`src/rtl/spi_pkg.sv`:
```
// spi_pkg: shared SPI types and the receive shift helper
package spi_pkg;
    typedef enum logic {MSB_FIRST, LSB_FIRST} bit_order_t;
    typedef enum logic {IDLE, SHIFT} spi_rx_state_t;

    function automatic logic [7:0] shift_in(logic [7:0] sr, logic b, bit_order_t ord);
        return (ord == MSB_FIRST) ? {sr[6:0], b} : {b, sr[7:1]};
    endfunction
endpackage

```
`src/rtl/spi_receiver_if.sv`:
```
// spi_receiver_if: controller-side bus of the SPI receive path
interface spi_receiver_if;
    import spi_pkg::*;
    logic       receive_i;
    logic       sample_i;
    logic       spi_miso_i;
    bit_order_t bit_order_i;
    logic       read_i;
    logic       clear_overrun_i;
    logic [7:0] data_o;
    logic       valid_o;
    logic       busy_o;
    logic       overrun_o;
    modport master (
        output receive_i, sample_i, spi_miso_i, bit_order_i, read_i, clear_overrun_i,
        input  data_o, valid_o, busy_o, overrun_o
    );
    modport slave (
        input  receive_i, sample_i, spi_miso_i, bit_order_i, read_i, clear_overrun_i,
        output data_o, valid_o, busy_o, overrun_o
    );
endinterface

```
`src/rtl/edge_detector.sv`:
```
// edge_detector: single-cycle pulse on a selected edge, flagged in the edge's own cycle
module edge_detector #(
    parameter logic RISING    = 1'b1,
    parameter logic RESET_VAL = 1'b0
) (
    input  logic clk_i,
    input  logic rst_n_i,
    input  logic d_i,
    output logic edge_o
);
    logic prev_q;
    always_ff @(posedge clk_i or negedge rst_n_i)
        if (!rst_n_i) prev_q <= RESET_VAL;
        else          prev_q <= d_i;
    assign edge_o = RISING ? (d_i & ~prev_q) : (~d_i & prev_q);
endmodule

```
`src/rtl/spi_receiver.sv`:
```
// spi_receiver: SPI serial-to-parallel byte receiver with holding register,
// valid/read handshake and sticky overrun flag
module spi_receiver
    import spi_pkg::*;
(
    input logic         clk_i,
    input logic         rst_n_i,
    spi_receiver_if.slave bus
);
    spi_rx_state_t state_q, state_d;
    bit_order_t    order_q;
    logic [2:0]    cnt_q;
    logic [7:0]    shreg_q, data_q, shifted;
    logic          valid_q, busy_q, overrun_q, start_edge, done;

    edge_detector #(.RISING(1'b1), .RESET_VAL(1'b0)) u_edge (
        .clk_i   (clk_i),
        .rst_n_i (rst_n_i),
        .d_i     (bus.receive_i),
        .edge_o  (start_edge)
    );

    assign shifted = shift_in(shreg_q, bus.spi_miso_i, order_q);

    always_comb begin
        done    = (state_q == SHIFT) && bus.sample_i && (cnt_q == 3'd7);
        state_d = (state_q == IDLE) ? (start_edge ? SHIFT : IDLE) : (done ? IDLE : SHIFT);
    end

    always_ff @(posedge clk_i or negedge rst_n_i)
        if (!rst_n_i) state_q <= IDLE;
        else          state_q <= state_d;

    always_ff @(posedge clk_i or negedge rst_n_i) begin
        if (!rst_n_i) begin
            cnt_q     <= '0;
            shreg_q   <= '0;
            order_q   <= MSB_FIRST;
            data_q    <= '0;
            valid_q   <= 1'b0;
            busy_q    <= 1'b0;
            overrun_q <= 1'b0;
        end else begin
            busy_q <= (state_d == SHIFT);
            if (state_q == IDLE && start_edge) begin
                cnt_q   <= '0;
                shreg_q <= '0;
                order_q <= bus.bit_order_i;
            end else if (state_q == SHIFT && bus.sample_i) begin
                cnt_q   <= cnt_q + 3'd1;
                shreg_q <= shifted;
            end
            // overwrite of an unread byte sets overrun; set beats clear
            if (done && valid_q && !bus.read_i) overrun_q <= 1'b1;
            else if (bus.clear_overrun_i)       overrun_q <= 1'b0;
            if (done) begin
                data_q  <= shifted;
                valid_q <= 1'b1;
            end else if (bus.read_i) begin
                valid_q <= 1'b0;
            end
        end
    end

    assign bus.data_o    = data_q;
    assign bus.valid_o   = valid_q;
    assign bus.busy_o    = busy_q;
    assign bus.overrun_o = overrun_q;
endmodule
```
`src/flat_wrapper.sv`:
```
// flat-port wrapper written by rule: the top's interface ports become plain ports
module spi_receiver_flat import spi_pkg::*;
  (clk_i, rst_n_i, bus_receive_i, bus_sample_i, bus_spi_miso_i, bus_bit_order_i, bus_read_i, bus_clear_overrun_i, bus_data_o, bus_valid_o, bus_busy_o, bus_overrun_o);
  spi_receiver_if bus_i ();
  input logic clk_i;
  input logic rst_n_i;
  input wire logic [$bits(bus_i.receive_i)-1:0] bus_receive_i;
  input wire logic [$bits(bus_i.sample_i)-1:0] bus_sample_i;
  input wire logic [$bits(bus_i.spi_miso_i)-1:0] bus_spi_miso_i;
  input wire logic [$bits(bus_i.bit_order_i)-1:0] bus_bit_order_i;
  input wire logic [$bits(bus_i.read_i)-1:0] bus_read_i;
  input wire logic [$bits(bus_i.clear_overrun_i)-1:0] bus_clear_overrun_i;
  output wire logic [$bits(bus_i.data_o)-1:0] bus_data_o;
  output wire logic [$bits(bus_i.valid_o)-1:0] bus_valid_o;
  output wire logic [$bits(bus_i.busy_o)-1:0] bus_busy_o;
  output wire logic [$bits(bus_i.overrun_o)-1:0] bus_overrun_o;
  assign bus_i.receive_i = bus_receive_i;
  assign bus_i.sample_i = bus_sample_i;
  assign bus_i.spi_miso_i = bus_spi_miso_i;
  assign bus_i.bit_order_i = bus_bit_order_i;
  assign bus_i.read_i = bus_read_i;
  assign bus_i.clear_overrun_i = bus_clear_overrun_i;
  assign bus_data_o = bus_i.data_o;
  assign bus_valid_o = bus_i.valid_o;
  assign bus_busy_o = bus_i.busy_o;
  assign bus_overrun_o = bus_i.overrun_o;
  spi_receiver u_core (.clk_i(clk_i), .rst_n_i(rst_n_i), .bus(bus_i));
endmodule
```
`config.mk`:
```
export PLATFORM = sky130hd
export DESIGN_NAME = spi_receiver_flat
export DESIGN_NICKNAME = d
export VERILOG_FILES = /design/src/rtl/spi_pkg.sv /design/src/rtl/spi_receiver_if.sv /design/src/rtl/edge_detector.sv /design/src/rtl/spi_receiver.sv /design/src/flat_wrapper.sv
export SDC_FILE = /design/constraint.sdc
export NUM_CORES = 1
export LEC_CHECK = 0
export ABC_AREA = 1
export BUFFER_PORTS_ARGS = -buffer_cell sky130_fd_sc_hd__buf_2
export CORE_MARGIN = 2
export CORE_UTILIZATION = 48
export DETAILED_ROUTE_END_ITERATION = 8
export PLACE_DENSITY_LB_ADDON = 0.08
export SLEW_MARGIN = 20
export SYNTH_ARGS = -nofsm -noshare
export SYNTH_HDL_FRONTEND = slang
export SYNTH_SLANG_ARGS = --single-unit
export TNS_END_PERCENT = 20
```
`constraint.sdc`:
```
create_clock -name clk_i -period 1.2 [get_ports clk_i]
set_input_delay 0.18 -clock clk_i [delete_from_list [all_inputs] [get_ports clk_i]]
set_output_delay 0.18 -clock clk_i [all_outputs]
set_load 0.05 [all_outputs]
```
After elaboration in Yosys (flattened, before gate mapping)
Cells that the tools add are included.
{"block": "totals", "regBits": 24, "input_bits": 8, "out_inout_bits": 11, "elab_cells": 34}
{"block": "op_classes", "addsub": 1, "n_eq_ne": 1, "muxes": 12, "bitwise": 3, "reduce_logical": 9}
{"op": "$mux W8", "n": 3}
{"op": "$mux W1", "n": 7}
{"op": "$mux W3", "n": 2}
{"op": "$reduce_bool A2 Y1", "n": 3}
{"op": "$logic_and A1 B1 Y1", "n": 5}
{"op": "$add A3 B1 Y3 const B", "n": 1}
{"op": "$eq A3 B3 Y1 const B", "n": 1}
{"op": "$not A1 Y1", "n": 2}
{"op": "$and A1 B1 Y1", "n": 1}
{"op": "$logic_not A1 Y1", "n": 1}

Longest topological paths before layout
Gate-level depths: netlist of run 1.
{"block": "depth", "ltp_word": 5, "ltp_mapped": 7, "mapped_depth_nobuf": 7}

By module
Synthesis of run 1 repeated with hierarchy kept, for this count alone.
{"block": "unflattened", "cells_unflattened": 132, "hier_area_um2": 1088.5}
{"mod": "spi_receiver", "instances": 1, "cells_per_inst": 129, "area_per_inst_um2": 1053.5, "seq_area_each_um2": 575.6}
{"mod": "edge_detector", "instances": 1, "cells_per_inst": 3, "area_per_inst_um2": 35.0, "seq_area_each_um2": 25.0}

Least setup slack after synthesis of run 1
Ideal clock, no wire load.
{"block": "synth_path", "kind": "register to register", "startpoint": "reg u_core.state_q", "endpoint": "reg u_core.state_q", "setup_time_ns": 0.127, "t_arrival_ns": 1.124, "required_time_ns": 1.073, "slack_ns": -0.051, "path_stages_with_launch": 5, "n_path_buf": 1, "synth_period_minus_slack_ns": 1.251, "path_cell_list": "dfrtp_1 nand2_2 nor2_4 buf_6 o21ai_0"}
{"block": "synth_via", "elab_chain_cells": 4}
{"item": "start: declaration", "line_no": "spi_receiver.sv:10", "source": "spi_rx_state_t state_q, state_d;"}
{"item": "start signal: assignment", "line_no": "spi_receiver.sv:32", "source": "else state_q <= state_d;"}
{"item": "$logic_and A1 B1 Y1 (2 in series)", "line_no": "spi_receiver.sv:26", "source": "done = (state_q == SHIFT) && bus.sample_i && (cnt_q == 3'd7);"}
{"item": "$mux W1", "line_no": "spi_receiver.sv:27", "source": "state_d = (state_q == IDLE) ? (start_edge ? SHIFT : IDLE) : (done ? IDLE : SHIFT);"}
{"item": "$mux W1 (*)", "line_no": "spi_receiver.sv:27"}
{"item": "named net u_core.state_d", "line_no": "spi_receiver.sv:10"}
Mark *: on every way through the listed nets, which the timed path passes. The rest lies on a longest branch.
A chain may end at the register's enable or synchronous reset.

Final worst setup path of run 1
{"block": "layout_path", "startpoint": "reg u_core.cnt_q[0]", "endpoint": "reg u_core.valid_q, in the netlist u_core.bus.valid_o"}
{"block": "layout_via", "elab_chain_cells": 3, "word_cells_on_any_way": 4, "cone_classes": "1 x eq/ne; 1 x mux; 2 x reduce/logical"}
{"item": "start: declaration", "line_no": "spi_receiver.sv:12", "source": "logic [2:0] cnt_q;"}
{"item": "start signal: assignment", "line_no": "spi_receiver.sv:50", "source": "cnt_q <= cnt_q + 3'd1;"}
{"item": "$eq A3 B3 Y1 (*)", "line_no": "spi_receiver.sv:26"}
{"item": "$logic_and A1 B1 Y1 (*)", "line_no": "spi_receiver.sv:26"}
{"item": "$mux W1 / $reduce_bool A2 Y1 (equally long branches)"}
{"item": "end signal: assignment", "line_no": "spi_receiver.sv:40", "source": "valid_q <= 1'b0;"}
{"item": "end signal: assignment", "line_no": "spi_receiver.sv:58", "source": "valid_q <= 1'b1;"}
{"item": "end signal: assignment", "line_no": "spi_receiver.sv:60", "source": "valid_q <= 1'b0;"}
{"item": "end: declaration", "line_no": "spi_receiver.sv:14", "source": "logic valid_q, busy_q, overrun_q, start_edge, done;"}
Mark *: on every way between the ends. The rest lies on a longest branch, timed or not.

==> run summary, run 1 <==
outcome = finished with violations
failing checks = negative setup slack
# clock sinks = 24
Critical Path Sink Type = register
CP arrival = 1.41 ns
final setup violation count = 7
Mapped Cells = 130
Clock Skew = 0.0124 ns
worst slew pin tran = 0.532 ns
min-delay worst type = primary input to register
post-synthesis mux area share = 0%
final core occ = 58.4%
routed len/inst = 11.1 um
Via density = 4.74
register area = 603 sq um
flops & latches, synth = 24
post-synthesis compound-gate area fraction = 2.21%
RD Place Congestion = 0.811
Max-Cap Viols = 0
Crit-path slowest cell = dfrtp_1
Antenna diodes = 0
largest family of logic cells by synthesized area = simple AND/OR/NAND/NOR gates
Syn Nets = 140
sequential-to-total area share from yosys stat = 55.9%
Synth cell types = 16
total CTS buffers = 3
global-route wire length before repair = 3.63 mm
1st-iter DRT viols = 14
CTS clk-pin slew, worst paths = 0.13 ns
die height = 51.3 um
Starting Density = 49.5%
htree depth = 1
CTS root buf = clkbuf_4
CTS max path bufs = 2
vias in the first global route = 860
Final #Nets = 165
post-synthesis simple-gate area fraction = 33.4%
critical-path cell list = ha_1 -> ha_1 -> inv_2 -> nor2_4 -> inv_4 -> o21ai_1
startpoint types = register
synth top area cells = dfrtp_1 56%, nand2_1 25%, nand3_1 5.1%, ha_1 2.3%, inv_1 2.1%
VDD IR max = 0.976 mV
final hold violations = 0
Post-Syn Area = 1070 sq um
crit path max fanout = 9
vias = 863
relative slew slack = 64.5%
layout cells sized above 1 = 23.4%
dpl hpwl = 1.43 mm
CP Class = register to register
f_max = 0.824 GHz
Yosys top cell area share = 55.9%
xor and xnor area share after synthesis = 0%
grt total ovfl = 0
Post-Synth Adder-Cell Area = 2.33%
Fillers = 230
initial antenna violation count = 0
site row count = 17
Layout area overhead = 18.1%
I/O Buffers = 18
core area = 2170 sq um
final worst-path cycle share = 101%
synth warn = 0
Antenna Violating Nets Remaining = 0
crit-path most repeated cell = ha_1
DR DRC count = 0
largest delay contributor family on the critical path = flip-flops
area of the multi-input gates = 422 sq um
max-slew violation count = 0
Worst Setup Slack, final = -0.0137 ns
slowest cell delay on critical path = 0.41 ns
Die X = 51.3 um
gr usage total = 18.4%
CTS tree = yes
dpl ws = -0.0938 ns
per-instance average area after synthesis = 8.26 sq um
pin count of the biggest net entering global routing = 25
LEAKAGE = 0.733 nW
Clk Latency, worst-skew pair = 0.31 ns
CP bufs+invs = 2
setup TNS = -0.0418 ns
drt first pass iters = 4
area leader, netlist = dfrtp_1
io pins = 19
worst path required time = 1.40 ns
Die ar. = 2630 sq um
PwrDens = 2360 nW/um^2
setup repair after global routing missed its margin = yes
Tmin final = 1.21 ns
total routed wirelength = 2.03 mm
-- timing repair --
item | CTS | global route
hold buffers | 2 | 0
setup endpoints to repair | 11 | 15
pin swaps | 1 | 0
resized for setup | 3 | 2
endpoints found under the hold margin | 25 | 0
setup buffers | 1 | 0
gates cloned | 1 | 0
-- layout by cell type (no fill, tap or decap), types with 2 or more instances in the layout --
| cell | count |
|---|---|
| buf_2 | 18 |
| buf_4 | 2 |
| clkbuf_4 | 3 |
| dfrtp_1 | 22 |
| dfrtp_2 | 2 |
| dlygate4sd3_1 | 2 |
| ha_1 | 2 |
| inv_1 | 5 |
| inv_2 | 3 |
| nand2_1 | 71 |
| nand3_1 | 11 |
| o21ai_0 | 2 |
-- sequential cells by signal, indices dropped and copies added, names as in the netlist --
| signal | flops |
|---|---|
| u_core.bus.data_o | 8 |
| u_core.state_q | 1 |
| u_core.cnt_q | 3 |
| u_core.bus.valid_o | 1 |
| u_core.shreg_q | 8 |
| u_core.order_q | 1 |
| u_core.bus.overrun_o | 1 |
| u_core.u_edge.prev_q | 1 |
-- cell families after synthesis --
family                   count (synthesis)
AO/OA/AOI/OAI                            4
flip-flops                              24
adder cells (fa/ha/maj)                  2
buffers and inverters                   13
AND/OR/NAND/NOR                         87
-- synthesized netlist by cell type, drive strengths merged --
library cell  count
or2               1
inv               9
dfrtp            24
nor2              2
buf               4
o21ai             4
nand3            12
ha                2
nand2            72
-- final cells by class --
cell class,instances,share of cell area (%)
repair buffers,23,11.5
multi-input cells,94,33.3
inverters,9,2.86
clock buffers,4,2.07
flip-flops and latches,24,47.6
well taps,28,2.76
-- report_power, final --
part	switching [mW]	leakage (nW)	internal, mW
Sequential	0.210	0.313	1.10
Combinational	0.924	0.405	0.398
Clock	0.230	0.0150	0.130
Total	1.36	0.733	1.63
-- worst paths after layout --
check	from	end	slack (ns)	depth (start not counted)
max	u_core.cnt_q[0]	u_core.bus.valid_o	-0.01	6
min	bus_clear_overrun_i	u_core.bus.overrun_o	0.04	2
max reg2reg	u_core.cnt_q[0]	u_core.bus.valid_o	-0.01	6
min reg2reg	u_core.bus.data_o[4]	u_core.bus.data_o[4]	0.48	2
max in group asynchronous	rst_n_i	u_core.order_q	0.46	2
min in group asynchronous	rst_n_i	u_core.u_edge.prev_q	0.36	2
-- per-layer routing --
layer | global-route usage, % | wire length [um]
met1 | 23.8 | 997
met3 | 2.92 | 82
met4 | 6.58 | 26
met2 | 31.4 | 921
met5 | 0 | 0
-- metrics by stage --
step | cell area (sq um) | hold slack, ns | cells | total power, mW
CTS | 1260 | 0.0297 | 182 | 3.01
floorplan | 1070 | -0.116 | 130 | 2.27
detailed placement | 1200 | 0.192 | 174 | 2.60
finish | 1270 | 0.0386 | 182 | 2.99
global route | 1270 | 0.0342 | 182 | 3.24
global placement | 1200 | 0.181 | 174 | 2.58
Note: power is estimated with default switching activity, not from simulation.
==> run 2, diff against run 1 <==
Settings changed: CORE_UTILIZATION 48 to 51, CTS_BUF_LIST from default to sky130_fd_sc_hd__clkbuf_4.
==> run summary, run 2 (synthesized netlist as in run 1, its figures left out) <==
outcome = finished, final reports clean
setup repair after global routing missed its margin = yes
Internal Power = 1.62 mW (-0.56%)
CTS root buf = clkbuf_4
Reg power frac = 43.5% (-0.3 points)
core area = 1980 sq um (-8.7%)
1st-iter DRT viols = 14 (unchanged)
RD Place Congestion = 0.811 (about the same)
Die X = 49.9 um (-2.7%)
DR DRC count = 0 (unchanged)
f_max = 0.851 GHz (+3.2%)
CP arrival = 1.40 ns (about the same)
met1 Use GR = 26.9% (+3.2 points)
vias in the first global route = 751 (-13%)
worst path required time = 1.42 ns (+0.02 ns)
GRT met3 Usage = 3.94% (+1.0 points)
Antenna diodes = 0 (unchanged)
CTS tree = yes
Non-Filler Instances = 182 (unchanged)
io pins = 19 (unchanged)
clock network fraction of design power = 11.7% (-0.3 points)
final hold violations = 0 (unchanged)
gr usage total = 18.5% (+0.033 points)
LEAKAGE = 0.732 nW (about the same)
grt total ovfl = 0 (unchanged)
Logic pwr share = 44.8% (+0.6 points)
Layout area overhead = 17.6%
crit path max fanout = 9 (unchanged)
max-slew violation count = 0 (unchanged)
Top Usage Layer GRT = met1
final setup violation count = 0 (-7)
routed len/inst = 10.5 um (-5.9%)
CP Class = register to register
initial antenna violation count = 0 (unchanged)
VDD IR max = 1.31 mV (+34%)
site row count = 16 (-1)
Critical Path Sink Type = register
Clock Skew = 0.00566 ns (-0.00678 ns)
Via density = 4.75 (+0.12%)
htree depth = 1 (unchanged)
I/O Buffers = 18 (unchanged)
Die ar. = 2490 sq um (-5.4%)
layout cells sized above 1 = 23.9% (+0.49 points)
final worst-path cycle share = 98.0% (-3.2 points)
drt first pass iters = 4 (unchanged)
die height = 49.9 um (-2.7%)
worst slew pin tran = 0.505 ns (-0.0273 ns)
dpl hpwl = 1.34 mm (-6.7%)
Final #Nets = 166 (+0.61%)
total CTS buffers = 3 (unchanged)
CTS max path bufs = 2 (unchanged)
sw frac = 45.5% (about the same)
Antenna Violating Nets Remaining = 0 (unchanged)
CTS clk-pin slew, worst paths = 0.12 ns (about the same)
sw power = 1.35 mW (-0.63%)
vias = 864 (+0.12%)
# clock sinks = 24 (unchanged)
min-delay worst type = primary input to register
relative slew slack = 66.3% (+1.8 points)
M2 GR Usage = 26.2% (-5.2 points)
setup TNS = 0 ns (+0.0418 ns)
global-route wire length before repair = 3.39 mm (-6.5%)
total routed wirelength = 1.91 mm (-5.9%)
most frequent cells in the layout = 71 x nand2_1, 23 x dfrtp_1, 18 x buf_2
PwrDens = 2360 nW/um^2 (-0.20%)
Tmin final = 1.18 ns (-0.0381 ns)
Starting Density = 54.2% (+4.7 points)
Clk Latency, worst-skew pair = 0.31 ns (about the same)
most common cell after layout, fill and taps aside = nand2_1
Cells after DPL = 174 (unchanged)
Max-Cap Viols = 0 (unchanged)
startpoint types = register
pin count of the biggest net entering global routing = 25 (unchanged)
[run 2: changes by cell type in the layout (fill, tap and decap cells not counted), sizes merged]
cell	previous run	this run
clkbuf	4	3
buf	21	22
clkinv	0	1
[run 2: worst paths after layout]
kind                                      startpoint              endpoint  slack (ns)  depth (start not counted)
worst min-delay path             bus_clear_overrun_i  u_core.bus.overrun_o        0.02                          2
max in group asynchronous                    rst_n_i        u_core.state_q        0.48                          2
min in group asynchronous                    rst_n_i  u_core.bus.data_o[0]        0.35                          2
worst min register to register  u_core.bus.data_o[4]  u_core.bus.data_o[4]        0.48                          2
worst max register to register       u_core.cnt_q[0]  u_core.bus.data_o[3]        0.02                          7
worst max-delay path                 u_core.cnt_q[0]  u_core.bus.data_o[3]        0.02                          7
[run 2: cell type report]
class / instances / area, sq um
inverters: 9 / 36.3
clock buffers: 3 / 22.5
multi-input cells: 94 / 424
flip-flops and latches: 24 / 602
well taps: 27 / 33.8
repair buffers: 24 / 140
clock inverters: 1 / 3.75
fillers: 180 / 719
[run 2: routing by layer]
layer	vias up	wire [um]
met1	385	954
met5	-	0
met3	4	99
li1	454	-
met2	21	811
met4	0	43
[run 2: stage by stage]
stage                     utilization [%]  power [mW]  cell area, sq um  setup WS [ns]  hold slack (ns)
final                                63.7        2.98              1260         0.0244           0.0215
after global routing                 63.7        3.21              1260        -0.0653         0.000330
after CTS                            63.3        2.98              1250        0.00551           0.0177
after detailed placement             60.0        2.59              1190        -0.0672            0.185
after global placement               60.0        2.57              1190        -0.0429            0.177
after floorplan                         -        2.27              1070        0.00356           -0.116
[run 2: worst max-delay path, stage by stage, from the launching register on]
cell	delay (ns)
dfrtp_1	0.37
ha_1	0.15
ha_2	0.16
inv_2	0.05
nor2_4	0.16
inv_4	0.08
nand2_1	0.07
nand2_1	0.04
[run 2: repair_timing]
action | in CTS | in global routing
gates cloned | 1 | 0
gates resized for setup | 3 | 2
hold endpoints to repair | 25 | 0
pin swaps | 1 | 0
endpoints found under the setup margin | 9 | 10
buffers inserted | 1 | 0
hold buffers | 2 | 0
[run 2: power by group through the flow]
stage | Sequential [mW] | Clock [mW] | Combinational [mW]
floorplan | 1.68 | 0 | 0.593
global placement | 1.31 | 0 | 1.26
detailed placement | 1.31 | 0 | 1.28
CTS | 1.29 | 0.361 | 1.33
global route | 1.33 | 0.405 | 1.48
finish | 1.29 | 0.348 | 1.33
